==> config.mk <==
export PLATFORM = sky130hd
export DESIGN_NAME = code_sequencer
export DESIGN_NICKNAME = d
export VERILOG_FILES = /design/src/rtl/lock_pkg.sv /design/src/rtl/seg7_decoder.sv /design/src/rtl/code_sequencer.sv
export SDC_FILE = /design/constraint.sdc
export NUM_CORES = 1
export LEC_CHECK = 0
export BUFFER_PORTS_ARGS = -buffer_cell sky130_fd_sc_hd__buf_2
export CAP_MARGIN = 25
export CORE_AREA = 4 4 54 56
export DETAILED_ROUTE_END_ITERATION = 6
export DIE_AREA = 0 0 58 60
export PLACE_DENSITY = 0.85
export SYNTH_ARGS = -nofsm -noshare
export SYNTH_HDL_FRONTEND = slang
export SYNTH_HIERARCHICAL = 1
export SYNTH_SLANG_ARGS = --single-unit
==> constraint.sdc <==
create_clock -name clock -period 4.1 [get_ports clock]
set_clock_uncertainty 0.2 [all_clocks]
set_input_delay 0.41 -clock clock [delete_from_list [all_inputs] [get_ports clock]]
set_output_delay 0.41 -clock clock [all_outputs]
set_load 0.02 [all_outputs]
==> src/rtl/lock_pkg.sv <==
// Shared definitions for the combination-lock slice: sequencer state encoding,
// 7-segment constants and the digit-to-segment decoder used by the sequencer and the lock FSM.
package lock_pkg;

  typedef enum logic [2:0] {
    IDLE   = 3'd0,
    SETUP  = 3'd1,
    STROBE = 3'd2,
    GAP    = 3'd3,
    DONE   = 3'd4
  } seq_state_e;

  // Segments are active-low, ordered {g,f,e,d,c,b,a}.
  localparam logic [6:0] SEG_BLANK = 7'b1111111;
  localparam logic [6:0] SEG_D     = 7'b0100001;

  function automatic logic [6:0] seg7_digit(input logic [3:0] d);
    logic [6:0] seg;
    case (d)
      4'd0:    seg = 7'b1000000;
      4'd1:    seg = 7'b1111001;
      4'd2:    seg = 7'b0100100;
      4'd3:    seg = 7'b0110000;
      4'd4:    seg = 7'b0011001;
      4'd5:    seg = 7'b0010010;
      4'd6:    seg = 7'b0000010;
      4'd7:    seg = 7'b1111000;
      4'd8:    seg = 7'b0000000;
      4'd9:    seg = 7'b0010000;
      default: seg = SEG_BLANK;
    endcase
    return seg;
  endfunction

endpackage

==> src/rtl/seg7_decoder.sv <==
// Combinational display decode for the sequencer: blank in IDLE, 'd' in DONE,
// otherwise the digit being sent (non-BCD nibbles show blank).
module seg7_decoder
  import lock_pkg::*;
(
  input  seq_state_e state,
  input  logic [3:0] digit,
  output logic [6:0] seg
);

  always_comb begin
    seg = seg7_digit(digit);
    if (state == IDLE) begin
      seg = SEG_BLANK;
    end else if (state == DONE) begin
      seg = SEG_D;
    end
  end

endmodule

==> src/rtl/code_sequencer.sv <==
// Plays a stored BCD code into the lock's digit-entry port, one active-low insere strobe per digit.
// Optional macro CODE_FAULT_INJECT_EN: corrupt one chosen digit to (digit+1) mod 10.
module code_sequencer
  import lock_pkg::*;
#(
  parameter int                      NUM_DIGITS   = 6,
  parameter logic [4*NUM_DIGITS-1:0] CODE         = 24'h461575,
  parameter int                      SETUP_CYCLES = 2,
  parameter int                      GAP_CYCLES   = 3
) (
  input  logic       clock,
  input  logic       reset_n,
  input  logic       start,
  input  logic       abort,
  input  logic       err_en,
  input  logic [2:0] err_idx,
  output logic [3:0] number,
  output logic       insere,
  output logic       busy,
  output logic       done,
  output logic [2:0] digit_idx,
  output logic [6:0] display_num
);

  localparam int CNT_MAX = (SETUP_CYCLES > GAP_CYCLES) ? SETUP_CYCLES : GAP_CYCLES;
  localparam int CNT_W   = $clog2(CNT_MAX + 1);
  localparam logic [CNT_W-1:0] SETUP_LOAD = CNT_W'(SETUP_CYCLES - 1);
  localparam logic [CNT_W-1:0] GAP_LOAD   = CNT_W'((GAP_CYCLES > 0) ? GAP_CYCLES - 1 : 0);
  localparam logic [2:0]       LAST_IDX   = 3'(NUM_DIGITS - 1);

  seq_state_e       state_q, state_d;
  logic [CNT_W-1:0] cnt_q, cnt_d;
  logic [2:0]       idx_q, idx_d;
  logic [3:0]       number_q, number_d;
  logic             insere_q, insere_d;
  logic             busy_q, busy_d;
  logic             done_q, done_d;
  logic [6:0]       display_q, display_d;
  logic             load_digit, clear_number, advance;
  logic [3:0]       sent_digit;
  logic [3:0]       code_digits [8];

  // Unused slots (index >= NUM_DIGITS) are unreachable; tie them off.
  for (genvar gi = 0; gi < 8; gi++) begin : g_digit
    if (gi < NUM_DIGITS) begin : g_used
      assign code_digits[gi] = CODE[4*gi +: 4];
    end else begin : g_pad
      assign code_digits[gi] = 4'd0;
    end
  end

  always_comb begin
    state_d      = state_q;
    cnt_d        = cnt_q;
    idx_d        = idx_q;
    load_digit   = 1'b0;
    clear_number = 1'b0;
    advance      = 1'b0;
    if (abort) begin
      state_d      = IDLE;
      idx_d        = 3'd0;
      clear_number = 1'b1;
    end else begin
      unique case (state_q)
        IDLE, DONE: begin
          if (start) begin
            state_d    = SETUP;
            cnt_d      = SETUP_LOAD;
            idx_d      = 3'd0;
            load_digit = 1'b1;
          end
        end
        SETUP: begin
          if (cnt_q == '0) state_d = STROBE;
          else             cnt_d   = cnt_q - CNT_W'(1);
        end
        STROBE: begin
          if (GAP_CYCLES > 0) begin
            state_d = GAP;
            cnt_d   = GAP_LOAD;
          end else begin
            advance = 1'b1;
          end
        end
        GAP: begin
          if (cnt_q == '0) advance = 1'b1;
          else             cnt_d   = cnt_q - CNT_W'(1);
        end
        default: state_d = IDLE;
      endcase
      if (advance) begin
        if (idx_q == LAST_IDX) begin
          state_d = DONE;
        end else begin
          state_d    = SETUP;
          cnt_d      = SETUP_LOAD;
          idx_d      = idx_q + 3'd1;
          load_digit = 1'b1;
        end
      end
    end
  end

`ifdef CODE_FAULT_INJECT_EN
  logic       start_seq;
  logic       err_en_q, err_en_d;
  logic [2:0] err_idx_q, err_idx_d;
  logic [4:0] bumped;

  // Fault request is latched only when a sequence is actually launched.
  assign start_seq = !abort && start && (state_q == IDLE || state_q == DONE);
  assign err_en_d  = start_seq ? err_en  : err_en_q;
  assign err_idx_d = start_seq ? err_idx : err_idx_q;
  assign bumped    = {1'b0, code_digits[idx_d]} + 5'd1;
  assign sent_digit = (err_en_d && (err_idx_d == idx_d))
                    ? ((bumped >= 5'd10) ? 4'(bumped - 5'd10) : bumped[3:0])
                    : code_digits[idx_d];

  always_ff @(posedge clock or negedge reset_n) begin
    if (!reset_n) begin
      err_en_q  <= 1'b0;
      err_idx_q <= 3'd0;
    end else begin
      err_en_q  <= err_en_d;
      err_idx_q <= err_idx_d;
    end
  end
`else
  logic unused_fault;
  assign unused_fault = ^{err_en, err_idx};
  assign sent_digit   = code_digits[idx_d];
`endif

  assign number_d = clear_number ? 4'd0 : (load_digit ? sent_digit : number_q);
  assign insere_d = (state_d != STROBE);
  assign busy_d   = (state_d == SETUP) || (state_d == STROBE) || (state_d == GAP);
  assign done_d   = (state_d == DONE);

  seg7_decoder u_seg7 (
    .state (state_d),
    .digit (number_d),
    .seg   (display_d)
  );

  always_ff @(posedge clock or negedge reset_n) begin
    if (!reset_n) begin
      state_q   <= IDLE;
      cnt_q     <= '0;
      idx_q     <= 3'd0;
      number_q  <= 4'd0;
      insere_q  <= 1'b1;
      busy_q    <= 1'b0;
      done_q    <= 1'b0;
      display_q <= SEG_BLANK;
    end else begin
      state_q   <= state_d;
      cnt_q     <= cnt_d;
      idx_q     <= idx_d;
      number_q  <= number_d;
      insere_q  <= insere_d;
      busy_q    <= busy_d;
      done_q    <= done_d;
      display_q <= display_d;
    end
  end

  assign number      = number_q;
  assign insere      = insere_q;
  assign busy        = busy_q;
  assign done        = done_q;
  assign digit_idx   = idx_q;
  assign display_num = display_q;

endmodule

Yosys cells after proc, flatten, opt, wreduce, memory -nomap -nowiden. Memory sizes are Yosys's and may differ from the RTL's. Index checks and enable logic that the tools add are counted.

Bits in registers: 22. Bits in read-only memories: 144. Input bits: 8. Output and inout bits: 17. Logic and storage cells: 62. Memories kept: 2.

Memory list: (name not given) (depth 16, bits a word 7, read ports 1, clocked after memory_dff 0, write ports 0, line lock_pkg.sv:19) `case (d)`; (name not given) (depth 8, bits a word 4, read ports 1, clocked after memory_dff 0, write ports 0, line code_sequencer.sv:131) `assign sent_digit = code_digits[idx_d];`.

Add/subtract/negate cells: 2. Order comparisons: 1. Equality and inequality tests: 10. Muxes and demuxes: 31. Bitwise logic cells: 1. Reduce and logical (&&, ||, !) cells: 7.

Operators by type and width (number): 2-to-1 mux 3 bit (10); 2-to-1 mux 4 bit (4); 2-to-1 mux 7 bit (2); equality test 3 x 2 -> 1 bit (second input constant) (4); one-hot mux 3 bit (4 select lines) (1); equality test 3 bit (second input constant) (3); 2-to-1 mux 1 bit (9); 2-to-1 mux 2 bit (4); equality test 3 x 1 -> 1 bit (second input constant) (2); logical NOT 3 bit (2); one-hot mux 2 bit (3 select lines) (1); >= comparator 4 bit (second input constant) (1); NOT 3 -> 4 bit (1); OR reduction 2 bit (2); adder 3 x 1 -> 3 bit (second input constant) (1); != test 3 x 2 -> 1 bit (second input constant) (1); logical NOT 2 bit (1); logical OR 1 bit (2); subtractor 2 x 1 -> 2 bit (second input constant) (1).

Depth between registers and ports, before layout. An unclocked memory read counts as a cell.

Word-level depth: 15. Gate-level depth with buffers: 12. Mapped depth without buffers: 12.

Modules after synthesis. The synthesis kept the hierarchy.

Modules (own cells, without submodules): code_sequencer (instances 1, cells an instance 84, area an instance 940.9 um2, seq. area each 560.5 um2); seg7_decoder (instances 1, cells an instance 39, area an instance 279.0 um2, seq. area each 0.0 um2).

Worst setup path before layout. No wires, ideal clock.

Path kind: flip-flop to flip-flop. Start point: register idx_q[0], in the netlist digit_idx[0]. End point: register display_q[4], in the netlist display_num[4]. Library setup time: 0.072 ns. Data arrival time: 3.138 ns. Data required time: 3.828 ns. Path slack: 0.690 ns. Cell stages (with the launch flop): 12. Buffers on the path: 0. Clock period less this slack: 3.410 ns. Cell sequence: dfrtp_1 ha_1 or3b_2 a211oi_1 a31oi_1 xor2_1 o32ai_1 inv_1 ha_1 nor2b_4 a211oi_2 o21ai_1.

Word-level cells in the longest chain between the ends: 14. Elaborated cells on any way between the ends: 24. Classes of those cells: 1 x add/sub; 2 x eq/ne; 17 x mux; 1 x bitwise; 1 x reduce/logical; 2 x memory.

RTL lines: start: declaration (line code_sequencer.sv:33) `logic [2:0] idx_q, idx_d;`; start signal: assignment (line code_sequencer.sv:158) `idx_q <= idx_d;`; branches (longest 9 deep; another with memory read (8 x 4 bit)); 2-to-1 mux 4 bit (*) (2 in series) (line code_sequencer.sv:134) `assign number_d = clear_number ? 4'd0 : (load_digit ? sent_digit : number_q);`; net number_d[1] (line code_sequencer.sv:34) `logic [3:0] number_q, number_d;`; memory read (16 x 7 bit) (*); 2-to-1 mux 7 bit (*) (line seg7_decoder.sv:15) `end else if (state == DONE) begin`; 2-to-1 mux 7 bit (*) (line seg7_decoder.sv:13) `if (state == IDLE) begin`; net display_d[4] (line code_sequencer.sv:38) `logic [6:0] display_q, display_d;`; end signal: assignment (line code_sequencer.sv:163) `display_q <= display_d;`; end: declaration (line code_sequencer.sv:38).

Mark *: on every way through the listed nets, which the timed path passes. The select of a mux whose other input is x is not followed. A chain may end at the register's enable or synchronous reset.

Worst setup path in the final report.
Start point: register idx_q[0], in the netlist digit_idx[0]. End point: register display_q[3], in the netlist display_num[3].

The elaborated chain is that of the path after synthesis.

==> impl.org <==
** Routing
- Dividing the detail-routed wire length by the instance count gives 14.95 um.
- DR pass1 iterations :: 4
- Detailed Route Iter0 Violations :: 38
- Routed via count :: 966
- Residual antenna-violating net count after detailed routing :: 0
- Dividing the detail-routed via count by the number of cells gives 5.458.
- Wires add up to 2647 um.
- For this run, design rule violations remaining after detail routing come to 0.

** Synth
- Mapped Nets :: roughly 140
- After synthesis the cells add up to approximately 1200 um^2.
- sky130_fd_sc_hd__dfrtp_1 takes more of the synthesized area than any other cell.
- Synth Warn # :: 6
- Post-synth top flop :: sky130_fd_sc_hd__dfrtp_1
- Number of synthesized register bits :: 22
- The share of the Yosys chip area taken by registers is between 40% and 50%.
- After technology mapping, the gate count stands at 123.
- sky130_fd_sc_hd__dfrtp_1 is the most common cell in the netlist.
- Synth async-reset ratio :: between 90% and 100%
- Number of enable flip-flop cells after synthesis :: 0
- Synth area leaders :: sky130_fd_sc_hd__dfrtp_1 (29%), sky130_fd_sc_hd__dfstp_2 (17%), sky130_fd_sc_hd__ha_1 (7.2%)
- Synth cell count leaders :: sky130_fd_sc_hd__dfrtp_1 (14), sky130_fd_sc_hd__a21oi_1 (9), sky130_fd_sc_hd__nor2_1 (9), sky130_fd_sc_hd__dfstp_2 (8), sky130_fd_sc_hd__o21ai_0 (8)
- Yosys mapped the design onto 41 distinct sky130hd cell types.
- In this run the mean area of a mapped cell was 9.918 um^2.
- Share of the synthesized area in the top cell type :: 28.72%

** Global route
- Via count of the first global-routing pass :: 1041
- Entering global routing, the biggest net connects 23 pins.
- GRT Overall Usage :: approximately 17%
- First-pass GRT wire length :: 4547 um
- The number of antenna violations at the first check in global routing is 0.
- Global routing finished with a remaining overflow of 0.

** STA
- The worst path in the final design needs a cycle of 3.292 ns, including I/O delays and setup.
- Unrepaired setup endpoints after global routing :: false
- Headroom to the max-slew limit came out at 66.56%.
- At the pin with the least slew margin, the transition time is 0.5015 ns.
- Setup total negative slack on the finished layout was measured at 0 ns.
- Setup violations remaining at the end of the flow were counted as 0.
- The final critical path takes up 80.29% of the cycle.
- Final number of max-transition violations :: 0
- Highest attainable clock frequency :: 0.3038 GHz
- The final hold violation count was 0.

** Clock network
- CTS saw 22 sinks.
- CTS H-tree lvls :: 1
- # hold bufs at CTS :: 1
- Worst-Skew Late Latency :: 0.30 ns
- TritonCTS built the clock tree.
- Clock Tree Root :: sky130_fd_sc_hd__clkbuf_4
- Resize count post-CTS :: 0
- Post-CTS timing repair inserted 0 buffers for setup.
- Worst-case clock buffer depth :: 2
- TritonCTS created 3 clock buffers.
- Clock-pin slew was measured on the worst setup and hold paths at 0.13 ns.

** Final layout
- The repair_antennas step left the layout with diodes totalling 0.
- Once layout is done, the placed cells without fillers occupy 1386 um^2.
- Fraction of final layout cells sized beyond drive strength 1 :: 32.65%
- Final net count :: roughly 160
- Area growth syn-to-layout :: 13.64%

** Worst setup path
- Number of buffers and inverters on the critical path :: 2
- Traced cell by cell, the critical path runs through ha_1 > or3b_2 > a211oi_1 > a31oi_1 > xor2_1 > o32ai_1 > buf_4 > inv_1 > ha_1 > nand3b_1 > nand2_1 > o21ai_1.
- STA puts the critical path data required time at 4.14 ns.
- In this run the worst path has a maximum fanout of 8.
- On the critical path the largest part of the delay comes from compound AO/OA/AOI/OAI gates.
- Crit-path slowest cell :: sky130_fd_sc_hd__dfrtp_1
- Data on the critical path arrives at its endpoint at 3.33 ns.
- Crit path largest cell delay :: 0.47 ns
- For flop-to-flop paths, the worst setup slack is 0.81 ns.
- The worst register-to-register path has a depth of 12.
- Worst Setup Start Kind :: flop
- Path length in cells of the critical path :: 12
- Among the stages of the critical path, the cell type that occurs most often is sky130_fd_sc_hd__ha_1.
- In this run the critical register-to-register path is captured at display_num[3].
- The worst register-to-register path begins at digit_idx[0].
- The critical path is of the reg -> reg type.
- STA classifies the critical path endpoint as a flop.

** Min path
- Hold path start :: start
- Worst min-delay path category :: in -> reg
- Worst hold endpoint :: insere
- Count of cells along the worst hold path :: 3

** Floorplan
- Die extent in y :: 60 um
- The die covers roughly 3500 um^2.
- Starting Density :: between 50% and 60%
- Die span in x :: 58 um
- CORE AREA :: 2432 um^2
- 25 I/O pins were placed.
- In this run the core area contains 18 standard-cell rows.

** Job
- # Max-Cap Violations :: 0

** Placement
- Placed instance area :: 1350 um^2
- After legalization and detailed placement, the total HPWL measured 1977 um.
- Input and output buffers added on the ports amount to 20.
- The congestion estimate from routability-driven global placement came to 0.8243.

** Power and ir drop
- Total Power Consumption :: ~0.00072 W
- LEAKAGE :: 0.5928 nW
- Largest voltage drop on the vdd net :: 0.2757 mV
- Power density over cell area :: ~520 nW/um^2

** Outcome
- The flow ran to the end, and the final reports show no timing, DRC or antenna violations.
## routing by layer
layer / wire (um) / GRT usage (%) / vias to the layer above / share of wire (%)
met2: 1482 / 32.26 / 12 / 56
met3: 54 / 2.160 / 2 / 2.0
met1: 1076 / 17.92 / 475 / 41
li1: - / - / 477 / -
met4: 34 / 10.60 / 0 / 1.3
met5: 0 / 0 / - / 0
## tightest hold or removal path, stage by stage
cell	delay (ns)
sky130_fd_sc_hd__buf_2	0.12
sky130_fd_sc_hd__a21oi_1	0.09
sky130_fd_sc_hd__nand2_1	0.07
## cell usage in the layout (no fill, tap or decap), types with 2 or more instances in the layout
| cell type | count |
|---|---|
| sky130_fd_sc_hd__inv_1 | 6 |
| sky130_fd_sc_hd__a21boi_0 | 2 |
| sky130_fd_sc_hd__or3b_2 | 2 |
| sky130_fd_sc_hd__a21oi_1 | 9 |
| sky130_fd_sc_hd__ha_1 | 7 |
| sky130_fd_sc_hd__nand2b_1 | 6 |
| sky130_fd_sc_hd__nand2_1 | 7 |
| sky130_fd_sc_hd__nor3b_1 | 2 |
| sky130_fd_sc_hd__or3_1 | 2 |
| sky130_fd_sc_hd__nand3b_1 | 3 |
| sky130_fd_sc_hd__buf_4 | 3 |
| sky130_fd_sc_hd__dfstp_2 | 8 |
| sky130_fd_sc_hd__a211oi_1 | 2 |
| sky130_fd_sc_hd__nor2_1 | 9 |
| sky130_fd_sc_hd__a21oi_2 | 2 |
| sky130_fd_sc_hd__nor3_1 | 4 |
| sky130_fd_sc_hd__clkbuf_4 | 3 |
| sky130_fd_sc_hd__o21ai_0 | 8 |
| sky130_fd_sc_hd__buf_2 | 21 |
| sky130_fd_sc_hd__dfrtp_1 | 14 |
| sky130_fd_sc_hd__o21ai_1 | 5 |
## metrics by stage
stage	utilization (%)	setup WS [ns]	hold WS, ns	std cells
3_5_place_dp	55.50	0.8883	0.1987	172
4_1_cts	57.00	0.8324	0.2216	177
6_report	57.00	0.8082	0.2325	177
5_1_grt	57.00	0.5873	0.2404	177
3_3_place_gp	55.30	0.9671	0.1833	171
2_1_floorplan	-	0.6902	-0.08559	123
## cell families (layout without fill, tap and decap cells)
kind of cell	count (synthesis)	in the layout	share of synthesized area [%]
fa+ha+maj	7	7	7.179
compound gates	36	36	19.18
simple gates	44	44	21.23
flops	22	22	45.95
xor+xnor	2	2	1.436
buf+inv	12	36	5.025
## sequential cells by signal, summed over array words and instances (netlist names)
name and cells:
display_num 7, number 4, digit_idx 3, state_q 3
cnt_q 2, busy 1, done 1, insere 1
## area by class of cell
cell class	count	area (um^2)
fill	204	1046
clock buffer	4	26.28
multi-input combinational	89	598.1
tap	30	37.54
inverter	7	26.28
timing repair buffer	25	137.6
sequential	22	560.5
## power breakdown
part | switching (W) | internal (W)
registers | 0.0000319 | 0.000294
clock network | 0.0000611 | 0.0000378
logic | 0.000192 | 0.000104
## worst max-delay path by stage
stage / end / startpoint / slack [ns]
floorplan: display_num[4] / digit_idx[0] / 0.69
global placement: display_num[1] / digit_idx[0] / 0.97
detailed placement: display_num[3] / digit_idx[0] / 0.89
CTS: display_num[3] / digit_idx[0] / 0.83
global route: display_num[1] / digit_idx[0] / 0.59
finish: display_num[3] / digit_idx[0] / 0.81
(Power assumes the default switching activity.)
